[src/rtl/comm_pkg.sv]
// Shared definitions for the inter-board single-wire link (sender and receiver).
// Holds header encoding, frame field positions and default pulse timing.
package comm_pkg;

    localparam int CNT_W      = 12;
    localparam int FRAME_BITS = 24;

    localparam int HDR_MSB  = 23;
    localparam int HDR_LSB  = 21;
    localparam int Y_MSB    = 20;
    localparam int Y_LSB    = 12;
    localparam int VX_MSB   = 11;
    localparam int VX_LSB   = 8;
    localparam int VY_MSB   = 7;
    localparam int VY_LSB   = 4;
    localparam int SIGN_BIT = 3;

    localparam int DEF_ONE_THRESH = 30;
    localparam int DEF_MIN_HIGH   = 8;
    localparam int DEF_MAX_HIGH   = 60;
    localparam int DEF_GAP_CYCLES = 2500;

    localparam int TX_T0H = 20;
    localparam int TX_T1H = 40;
    localparam int TX_T0L = 42;
    localparam int TX_T1L = 22;

    typedef enum logic [2:0] {
        HDR_NONE          = 3'd0,
        HDR_ARE_YOU_THERE = 3'd1,
        HDR_I_AM_HERE     = 3'd2,
        HDR_START_GAME    = 3'd3,
        HDR_BALL          = 3'd4,
        HDR_MISS          = 3'd5,
        HDR_I_LOST        = 3'd6,
        HDR_RSVD          = 3'd7
    } header_t;

    typedef enum logic [1:0] {
        ST_HUNT,
        ST_IDLE,
        ST_HIGH,
        ST_LOW
    } rx_state_t;

    function automatic logic [CNT_W-1:0] sat_inc(input logic [CNT_W-1:0] v);
        return (&v) ? v : v + 1'b1;
    endfunction

    function automatic logic header_ok(input logic [2:0] h);
        return (h != HDR_NONE) && (h != HDR_RSVD);
    endfunction

endpackage

[src/rtl/communication_receiver_decoder.sv]
// Synchronizes the link pin and measures high/low run lengths.
// Emits registered rise, bit (value + width checks) and gap strobes.
module pulse_width_decoder
    import comm_pkg::*;
#(
    parameter int ONE_THRESH = DEF_ONE_THRESH,
    parameter int MIN_HIGH   = DEF_MIN_HIGH,
    parameter int MAX_HIGH   = DEF_MAX_HIGH,
    parameter int GAP_CYCLES = DEF_GAP_CYCLES
) (
    input  logic clock,
    input  logic reset,
    input  logic neo_in,
    output logic rise,
    output logic bit_valid,
    output logic bit_value,
    output logic width_error,
    output logic long_high,
    output logic gap
);

    localparam logic [CNT_W-1:0] ONE_T = CNT_W'(ONE_THRESH);
    localparam logic [CNT_W-1:0] MIN_T = CNT_W'(MIN_HIGH);
    localparam logic [CNT_W-1:0] MAX_T = CNT_W'(MAX_HIGH);
    localparam logic [CNT_W-1:0] GAP_T = CNT_W'(GAP_CYCLES - 1);

    logic             sync1;
    logic             line;
    logic [CNT_W-1:0] high_cnt;
    logic [CNT_W-1:0] low_cnt;

    // Two-flop synchronizer for the asynchronous pin.
    always_ff @(posedge clock or posedge reset) begin
        if (reset) begin
            sync1 <= 1'b0;
            line  <= 1'b0;
        end else begin
            sync1 <= neo_in;
            line  <= sync1;
        end
    end

    // Saturating run-length counters for the current high and low levels.
    always_ff @(posedge clock or posedge reset) begin
        if (reset) begin
            high_cnt <= '0;
            low_cnt  <= '0;
        end else if (line) begin
            high_cnt <= sat_inc(high_cnt);
            low_cnt  <= '0;
        end else begin
            high_cnt <= '0;
            low_cnt  <= sat_inc(low_cnt);
        end
    end

    // Edge and gap strobes; a falling edge carries the finished high width.
    always_ff @(posedge clock or posedge reset) begin
        if (reset) begin
            rise        <= 1'b0;
            bit_valid   <= 1'b0;
            bit_value   <= 1'b0;
            width_error <= 1'b0;
            long_high   <= 1'b0;
            gap         <= 1'b0;
        end else begin
            rise        <= line && (high_cnt == '0);
            bit_valid   <= !line && (high_cnt != '0);
            bit_value   <= high_cnt >= ONE_T;
            width_error <= (high_cnt < MIN_T) || (high_cnt > MAX_T);
            long_high   <= high_cnt > MAX_T;
            gap         <= !line && (low_cnt == GAP_T);
        end
    end

endmodule

[src/rtl/communication_receiver.sv]
// Receive side of the inter-board link: frame FSM, validation, handshake.
// Optional COMM_RX_ERROR_COUNT_EN adds a saturating error_count output.
module communication_receiver
    import comm_pkg::*;
#(
    parameter int ONE_THRESH = DEF_ONE_THRESH,
    parameter int MIN_HIGH   = DEF_MIN_HIGH,
    parameter int MAX_HIGH   = DEF_MAX_HIGH,
    parameter int GAP_CYCLES = DEF_GAP_CYCLES
) (
    input  logic       clock,
    input  logic       reset,
    input  logic       NEO_IN,
    output logic       message_valid,
    input  logic       message_taken,
    output logic [2:0] header_rx,
    output logic [8:0] ball_y_rx,
    output logic [3:0] velocity_x_rx,
    output logic [3:0] velocity_y_rx,
    output logic       sign_y_rx,
    output logic       ball_message_rx,
    output logic       are_you_there_rx,
    output logic       I_am_here_rx,
    output logic       start_game_rx,
    output logic       miss_message_rx,
    output logic       I_lost_rx,
    output logic       frame_error
`ifdef COMM_RX_ERROR_COUNT_EN
    ,
    output logic [7:0] error_count
`endif
);

    localparam logic [CNT_W-1:0] FRAME_LEN = CNT_W'(FRAME_BITS);

    logic rise, bit_valid, bit_value, width_error, long_high, gap;

    rx_state_t        state_q, state_d;
    logic [23:0]      shift_q;
    logic [CNT_W-1:0] bit_cnt;
    logic             err_q;

    logic frame_ok, eval, accept, load, drop, start, shift_en;

    pulse_width_decoder #(
        .ONE_THRESH (ONE_THRESH),
        .MIN_HIGH   (MIN_HIGH),
        .MAX_HIGH   (MAX_HIGH),
        .GAP_CYCLES (GAP_CYCLES)
    ) u_decoder (
        .clock       (clock),
        .reset       (reset),
        .neo_in      (NEO_IN),
        .rise        (rise),
        .bit_valid   (bit_valid),
        .bit_value   (bit_value),
        .width_error (width_error),
        .long_high   (long_high),
        .gap         (gap)
    );

    // Frame state register.
    always_ff @(posedge clock or posedge reset) begin
        if (reset) state_q <= ST_HUNT;
        else       state_q <= state_d;
    end

    // Frame state transitions; an over-long high resynchronizes via HUNT.
    always_comb begin
        state_d = state_q;
        unique case (state_q)
            ST_HUNT: if (gap) state_d = ST_IDLE;
            ST_IDLE: if (rise) state_d = ST_HIGH;
            ST_HIGH: if (bit_valid) state_d = long_high ? ST_HUNT : ST_LOW;
            ST_LOW: begin
                if (rise)     state_d = ST_HIGH;
                else if (gap) state_d = ST_IDLE;
            end
            default: state_d = ST_HUNT;
        endcase
    end

    // Frame evaluation, accept/drop decisions and shift control.
    always_comb begin
        frame_ok = (bit_cnt == FRAME_LEN) && !err_q
                   && header_ok(shift_q[HDR_MSB:HDR_LSB]);
        eval     = (state_q == ST_LOW) && gap;
        accept   = eval && frame_ok;
        load     = accept && (!message_valid || message_taken);
        start    = (state_q == ST_IDLE) && rise;
        shift_en = (state_q == ST_HIGH) && bit_valid && !long_high;
        drop     = (eval && !frame_ok)
                   || ((state_q == ST_HIGH) && bit_valid && long_high)
                   || (accept && message_valid && !message_taken);
    end

    // Shift register, bit counter and sticky width-error flag for a frame.
    always_ff @(posedge clock or posedge reset) begin
        if (reset) begin
            shift_q <= '0;
            bit_cnt <= '0;
            err_q   <= 1'b0;
        end else if (start) begin
            bit_cnt <= '0;
            err_q   <= 1'b0;
        end else if (shift_en) begin
            shift_q <= {shift_q[22:0], bit_value};
            bit_cnt <= sat_inc(bit_cnt);
            if (width_error) err_q <= 1'b1;
        end
    end

    // Held message and valid/taken handshake.
    always_ff @(posedge clock or posedge reset) begin
        if (reset) begin
            message_valid <= 1'b0;
            header_rx     <= '0;
            ball_y_rx     <= '0;
            velocity_x_rx <= '0;
            velocity_y_rx <= '0;
            sign_y_rx     <= 1'b0;
            frame_error   <= 1'b0;
        end else begin
            frame_error <= drop;
            if (load) begin
                message_valid <= 1'b1;
                header_rx     <= shift_q[HDR_MSB:HDR_LSB];
                ball_y_rx     <= shift_q[Y_MSB:Y_LSB];
                velocity_x_rx <= shift_q[VX_MSB:VX_LSB];
                velocity_y_rx <= shift_q[VY_MSB:VY_LSB];
                sign_y_rx     <= shift_q[SIGN_BIT];
            end else if (message_valid && message_taken) begin
                message_valid <= 1'b0;
            end
        end
    end

`ifdef COMM_RX_ERROR_COUNT_EN
    // Saturating count of dropped frames.
    always_ff @(posedge clock or posedge reset) begin
        if (reset)                           error_count <= '0;
        else if (frame_error && !(&error_count)) error_count <= error_count + 8'd1;
    end
`endif

    assign ball_message_rx  = message_valid && (header_rx == HDR_BALL);
    assign are_you_there_rx = message_valid && (header_rx == HDR_ARE_YOU_THERE);
    assign I_am_here_rx     = message_valid && (header_rx == HDR_I_AM_HERE);
    assign start_game_rx    = message_valid && (header_rx == HDR_START_GAME);
    assign miss_message_rx  = message_valid && (header_rx == HDR_MISS);
    assign I_lost_rx        = message_valid && (header_rx == HDR_I_LOST);

endmodule
[config.mk]
export PLATFORM = sky130hd
export DESIGN_NAME = communication_receiver
export DESIGN_NICKNAME = d
export VERILOG_FILES = /design/src/rtl/comm_pkg.sv /design/src/rtl/communication_receiver_decoder.sv /design/src/rtl/communication_receiver.sv
export SDC_FILE = /design/constraint.sdc
export NUM_CORES = 1
export LEC_CHECK = 0
export CAP_MARGIN = 30
export CORE_MARGIN = 3
export CORE_UTILIZATION = 50
export CTS_BUF_LIST = sky130_fd_sc_hd__clkbuf_2 sky130_fd_sc_hd__clkbuf_4 sky130_fd_sc_hd__clkbuf_8
export DETAILED_ROUTE_END_ITERATION = 8
export DONT_BUFFER_PORTS = 1
export GPL_TIMING_DRIVEN = 0
export PLACE_DENSITY = 0.65
export SLEW_MARGIN = 30
export SYNTH_ARGS = -nofsm -noshare
export SYNTH_HDL_FRONTEND = slang
export SYNTH_HIERARCHICAL = 1
export SYNTH_SLANG_ARGS = --single-unit
[constraint.sdc]
create_clock -name clock -period 3.4 [get_ports clock]
set_input_delay 0.34 -clock clock [delete_from_list [all_inputs] [get_ports clock]]
set_output_delay 0.34 -clock clock [all_outputs]
set_load 0.01 [all_outputs]
==> reports/qor.csv, run 1 <==
stage;metric;value;unit
die;core_area;8340;sq um
detailed_routing;routed-via-count;3105;
synth;ys_types;58;
timing;hold_viol_final;0;
layout;finish.utilization;57.1;%
pwr;combPwrFrac;2.9;%
placement;dp_hpwl;5550;um
timing;finalSetupTns;0;ns
synth;ys_top_cells_by_count;dfrtp_1 (94), nand2_1 (90), nor2_1 (32);
timing;drv_slew;0;
synth;yosysTopAreaCell;dfrtp_1;
synth;yosys_register_bits;94;
timing;slew_headroom;55.7;%
min_path;worstHoldStart;message_taken;
timing;setup_viol;0;
pwr;p_per_area;410;nW/um^2
timing;layout_setup_ws;1.18;ns
detailed_routing;drt-total-wl;8050;um
cts;clockBufferDepth;2;
pwr;p_seq_share;58.2;%
cts;clk_pin_slew;0.10;ns
synth;yosysTopAreaCellShare;53.8;%
worst_setup_path;cp-startpoint;bit_cnt[1];
detailed_routing;drc;0;
layout;syn_to_final_growth;8.95;%
grt;grt_pass1_wl;14200;um
die;dieHeight;99.5;um
grt;grtUsageTotal;17.5;%
synth;ys.flop_type;dfrtp_1;
cts;insertion_delay;0.38;ns
pwr;power.net_switching;509;uW
synth;async_reset_ff_share;100;%
timing;finClkSkew;0.0225;ns
die;die_area;9910;sq um
worst_setup_path;path_class;flop to flop;
pwr;vdd_drop_max;0.000202;V
job;maxCapViolCount;0;
placement;gp_congestion;0.880;
pwr;p_int;1.44;mW
synth;synth.area.top_cells;dfrtp_1 (54%), nand2_1 (7.7%), mux2_4 (6.9%);
grt;grt_pass1_vias;3032;
cts;clockRootBuffer;clkbuf_8;
synth;synth_edf_count;0;
min_path;hold_path_class;input port to flop;
placement;port_buffers;0;
detailed_routing;viasPerCell;5.71;
timing;rsz0062_at_grt;false;
timing;fin_crit;2.22;ns
die;rows;33;
pwr;power_frac_clock;38.9;%
worst_setup_path;rr_startpoint;bit_cnt[1];
synth;synth_most_common_cell;dfrtp_1;
cts;post_cts_buffers;0;
cts;cts_tree;yes;
status;status;completed;
grt;overflow;0;
die;initial_core_util;52.4;%
timing;fmax;0.450;GHz
pwr;switching_share;26.1;%
detailed_routing;ant_nets;0;
timing;max_slew.worst_pin.slew;0.655;ns
worst_setup_path;crit_fanout;10;
worst_setup_path;cp-start-kind;flop;
worst_setup_path;worstPathRequired;3.66;ns
synth;post_synth_instance_area;4370;sq um
layout;fin_cells;544;
synth;syn_inst;420;
synth;ys_seq_area_share;53.8;%
detailed_routing;firstDrtPassIters;4;
grt;grt_max_degree;50;
worst_setup_path;end_kind;flop;
detailed_routing;drtIter0Drc;124;
synth;avgSynthCellArea;10.4;sq um
cts;h-tree-depth;3;
die;fp.dieW;99.5;um
synth;synthesis.nets;430;
placement;preCtsSetupSlack;1.16;ns
placement;place_inst;526;
layout;drive_gt1_share;13.0;%
layout;finalNetCount;444;
cts;cts_buffers;9;
layout;antenna-diode-count;0;
pwr;p_leak;2.24;nW
die;pin_count;33;
detailed_routing;wl_per_cell;14.8;um
timing;timing.final.crit_share;65.4;%
cts;cts_sinks;94;
worst_setup_path;crit_arrival;2.48;ns
synth;yosysWarnings;6;
grt;antenna_found_initial;0;
[sequential cells by signal, indices dropped and copies added (netlist names), 2 cells and up]
signal and flops:
shift_q 24, bit_cnt 12, u_decoder/high_cnt 12, u_decoder/low_cnt 12, ball_y_rx 9, velocity_x_rx 4, velocity_y_rx 4, header_rx 3
state_q 2
[worst max-delay path, stage by stage (launching register included)]
cell,delay [ns]
dfrtp_1,0.44
inv_1,0.10
ha_1,0.14
nor4b_2,0.27
nand4_1,0.18
or4_4,0.48
buf_6,0.19
mux2_4,0.31
[area by class of cell]
cell class,instances,area [sq um]
Clock buffer,9,124
Timing Repair Buffer,3,47.5
Fill cell,719,3570
Buffer,13,63.8
Sequential cell,94,2350
Tap cell,105,131
Clock inverter,7,86.3
Multi-Input combinational cell,301,1910
Inverter,12,47.5
[placed cells by master (no fill, tap or decap), types with 5 or more instances in the layout]
master,count
a21oi_1,10
a31oi_1,5
and3_1,7
clkbuf_1,9
clkbuf_8,9
dfrtp_1,94
ha_1,6
inv_1,10
mux2_4,20
nand2_1,90
nand2b_1,5
nand3_1,16
nand4_1,10
nor2_1,32
nor3_1,15
nor4_1,8
o21ai_0,9
o31ai_1,6
xnor2_1,5
[power by group through the flow]
| stage | Clock, mW | Sequential [mW] | Combinational (mW) |
|---|---|---|---|
| after global routing | 0.827 | 1.14 | 0.0672 |
| final | 0.759 | 1.14 | 0.0576 |
| after floorplan | 0 | 1.16 | 0.0406 |
| after detailed placement | 0 | 1.16 | 0.0575 |
| after CTS | 0.783 | 1.14 | 0.0600 |
| after global placement | 0 | 1.16 | 0.0525 |
[repair_timing]
action | 4_1_cts | 5_1_grt
hold buffers | 2 | 0
endpoints found under the hold margin | 46 | 0
gates resized for setup | 0 | 0
[logic make-up (layout without fill, tap and decap cells)]
family | after synthesis | in the layout | synth area share, %
compound gates | 47 | 47 | 7.18
xor+xnor | 8 | 8 | 1.60
buf+inv | 25 | 44 | 2.49
flops | 94 | 94 | 53.8
mux | 25 | 25 | 8.04
simple gates | 215 | 215 | 25.2
fa+ha+maj | 6 | 6 | 1.72
[final timing paths]
check | to | slack (ns) | cells past startpoint
setup / recovery | velocity_y_rx[0] | 1.18 | 7
hold / removal | message_valid | 0.34 | 2
setup reg to reg | velocity_y_rx[0] | 1.18 | 7
hold reg to reg | u_decoder/line | 0.36 | 0
max in group asynchronous | u_decoder/low_cnt[4] | 2.37 | 2
min in group asynchronous | shift_q[4] | 0.38 | 2
[per-layer routing]
| layer | track usage [%] | wire length (um) |
|---|---|---|
| met5 | 0 | 0 |
| met4 | 6.62 | 99 |
| met3 | 3.23 | 321 |
| met2 | 28.4 | 3780 |
| met1 | 23.6 | 3850 |
[stage by stage]
stage,power (mW),hold WS (ns),area [sq um]
2_1_floorplan,1.20,0.331,4370
3_3_place_gp,1.21,0.331,4510
3_5_place_dp,1.22,0.152,4540
4_1_cts,1.98,0.339,4770
5_1_grt,2.03,0.368,4770
6_report,1.95,0.345,4770
Power figures use the tool's default switching activity.
==> run 2: changes to the inputs <==
- clock period: 3.4 -> 2.3 ns (I/O delays scaled with it)
==> run 2 against run 1 <==
Against the previous run:
- worst setup slack got worse by 1.1 ns
- first-iteration DRC count increased by 8.1%
- sequential power increased by 47%
- clock skew decreased by 0.00069 ns
- critical path depth unchanged
- sequential cell count unchanged
- global-route usage unchanged
- clock power increased by 48%
- routed wire length increased by 0.30%
- via count increased by 0.32%
- critical endpoint unchanged
- largest power group unchanged
==> reports/qor.csv, run 2 (same netlist as run 1, synthesis figures left out) <==
stage;metric;value;unit;change
cts;cts_sinks;94;;unchanged
worst_setup_path;worst_path_max_delay_cell;or4_4;;unchanged
layout;layout_commonest_cell;dfrtp_1;;unchanged
grt;antenna_found_initial;0;;unchanged
cts;cts_buffers;9;;unchanged
pwr;vdd_drop_max;0.000299;V;was 0.000202 V
die;die_area;9910;sq um;unchanged
worst_setup_path;rr_startpoint;bit_cnt[1];;unchanged
die;initial_core_util;52.4;%;unchanged
cts;clockBufferDepth;2;;unchanged
timing;layout_setup_ws;0.112;ns;was 1.18 ns
grt;grt_pass1_wl;14200;um;unchanged
status;status;completed;;unchanged
timing;hold_viol_final;0;;unchanged
layout;finalNetCount;445;;was 444
die;rows;33;;unchanged
detailed_routing;wl_per_cell;14.8;um;about the same
detailed_routing;drt-total-wl;8070;um;was 8050 um
timing;finalSetupTns;0;ns;unchanged
worst_setup_path;crit_arrival;2.45;ns;was 2.48 ns
worst_setup_path;slowest_delay;0.48;ns;about the same
worst_setup_path;r2r_cells;7;;unchanged
timing;max_slew.worst_pin.slew;0.658;ns;was 0.655 ns
layout;antenna-diode-count;0;;unchanged
layout;finish.utilization;57.4;%;was 57.1%
min_path;hold_path_class;input port to flop;;unchanged
die;core_area;8340;sq um;unchanged
layout;drive_gt1_share;13.4;%;was 13.0%
job;maxCapViolCount;0;;unchanged
placement;gp_congestion;0.880;;unchanged
layout;fin_cells;545;;was 544
pwr;p_leak;2.26;nW;was 2.24 nW
timing;timing.final.crit_share;95.1;%;was 65.4%
placement;dp_hpwl;5550;um;unchanged
timing;rsz0062_at_grt;false;;unchanged
layout;top_register;shift_q;;unchanged
pwr;p_per_area;604;nW/um^2;was 410 nW/um^2
cts;cts_tree;yes;;unchanged
worst_setup_path;crit_chain;inv_1, ha_1, nor4b_4, nand4_1, or4_4, buf_6, mux2_4;;was inv_1, ha_1, nor4b_2, nand4_1, or4_4, buf_6, mux2_4
worst_setup_path;end_kind;flop;;unchanged
die;dieHeight;99.5;um;unchanged
timing;setup_viol;0;;unchanged
worst_setup_path;crit_path_end;velocity_y_rx[0];;unchanged
detailed_routing;drc;0;;unchanged
layout;nFillCells;718;;was 719
placement;port_buffers;0;;unchanged
cts;insertion_delay;0.38;ns;about the same
timing;fmax;0.457;GHz;was 0.450 GHz
detailed_routing;viasPerCell;5.72;;was 5.71
grt;grtUsageTotal;17.5;%;unchanged
die;pin_count;33;;unchanged
worst_setup_path;reg2reg_slack;0.11;ns;was 1.18 ns
layout;largest_reg_flops;24;;unchanged
worst_setup_path;cp-start-kind;flop;;unchanged
worst_setup_path;cp-startpoint;bit_cnt[1];;unchanged
worst_setup_path;worstPathRequired;2.56;ns;was 3.66 ns
grt;grt_max_degree;50;;unchanged
worst_setup_path;rr_endpoint;velocity_y_rx[0];;unchanged
die;fp.dieW;99.5;um;unchanged
detailed_routing;ant_nets;0;;unchanged
cts;clockRootBuffer;clkbuf_8;;unchanged
worst_setup_path;crit_fanout;10;;unchanged
placement;place_inst;526;;unchanged
timing;slew_headroom;55.4;%;was 55.7%
detailed_routing;firstDrtPassIters;4;;unchanged
detailed_routing;routed-via-count;3115;;was 3105
cts;h-tree-depth;3;;unchanged
layout;postLayoutCellArea;4780;sq um;was 4770 sq um
cts;clk_pin_slew;0.10;ns;about the same
worst_setup_path;path_class;flop to flop;;unchanged
layout;syn_to_final_growth;9.35;%;was 8.95%
grt;overflow;0;;unchanged
timing;finClkSkew;0.0218;ns;was 0.0225 ns
grt;grt_pass1_vias;3032;;unchanged
layout;final_cell_mix;dfrtp_1 (93), nand2_1 (90), nor2_1 (32), mux2_4 (20), nand3_1 (16);;was dfrtp_1 (94), nand2_1 (90), nor2_1 (32), mux2_4 (20), nand3_1 (16)
detailed_routing;drtIter0Drc;134;;was 124
timing;fin_crit;2.19;ns;was 2.22 ns
placement;preCtsSetupSlack;0.0586;ns;was 1.16 ns
timing;drv_slew;0;;unchanged
placement;postPlaceCellArea;4540;sq um;unchanged
[run 2: changes by cell type in the layout (fill, tap and decap cells not counted), sizes merged]
cell and change:
buf +1
[run 2: worst min-delay path by stage]
stage,startpoint,to,cells past startpoint
after floorplan,NEO_IN,u_decoder/sync1,0
after global placement,NEO_IN,u_decoder/sync1,0
after detailed placement,reset,velocity_y_rx[0],1
after CTS,message_taken,message_valid,2
after global routing,message_taken,message_valid,2
final,message_taken,message_valid,2
[run 2: repair_timing]
item,CTS,global route
resized for setup,0,2
setup endpoints to repair,0,14
hold buffers,2,0
buffers inserted,0,1
endpoints found under the hold margin,95,0
[run 2: critical path: cells and delay by family, from the launching register on]
kind	cells	cell delay [ns]
simple gates	3	0.89
fa+ha+maj	1	0.15
mux	1	0.31
buf+inv	2	0.28
flops	1	0.44
[run 2: metal layers]
| layer | GRT usage [%] | vias up | part of all wire (%) | wire (um) |
|---|---|---|---|---|
| met5 | 0 | - | 0 | 0 |
| met4 | 6.62 | 0 | 1.5 | 125 |
| met3 | 3.23 | 11 | 3.8 | 309 |
| met2 | 28.4 | 62 | 47 | 3760 |
| met1 | 23.6 | 1519 | 48 | 3870 |
| li1 | - | 1523 | - | - |
[run 2: per-stage QoR]
step / hold slack [ns] / total power [mW]
floorplan: 0.261 / 1.77
global placement: 0.261 / 1.79
detailed placement: 0.0416 / 1.80
CTS: 0.229 / 2.93
global route: 0.258 / 3.01
finish: 0.232 / 2.89
[run 2: final cells by class]
class	instances	area (sq um)	area share, %
Inverter	12	47.5	0.994
Clock inverter	7	86.3	1.80
Clock buffer	9	124	2.59
Multi-Input combinational cell	301	1920	40.2
Buffer	13	63.8	1.33
Sequential cell	94	2350	49.2
Tap cell	105	131	2.75
Timing Repair Buffer	4	55.1	1.15
[run 2: where the power goes]
group / total [mW] / switching [mW] / internal (mW)
Clock: 1.12 / 0.678 / 0.445
Sequential: 1.68 / 0.0164 / 1.67
Combinational: 0.0851 / 0.0596 / 0.0255
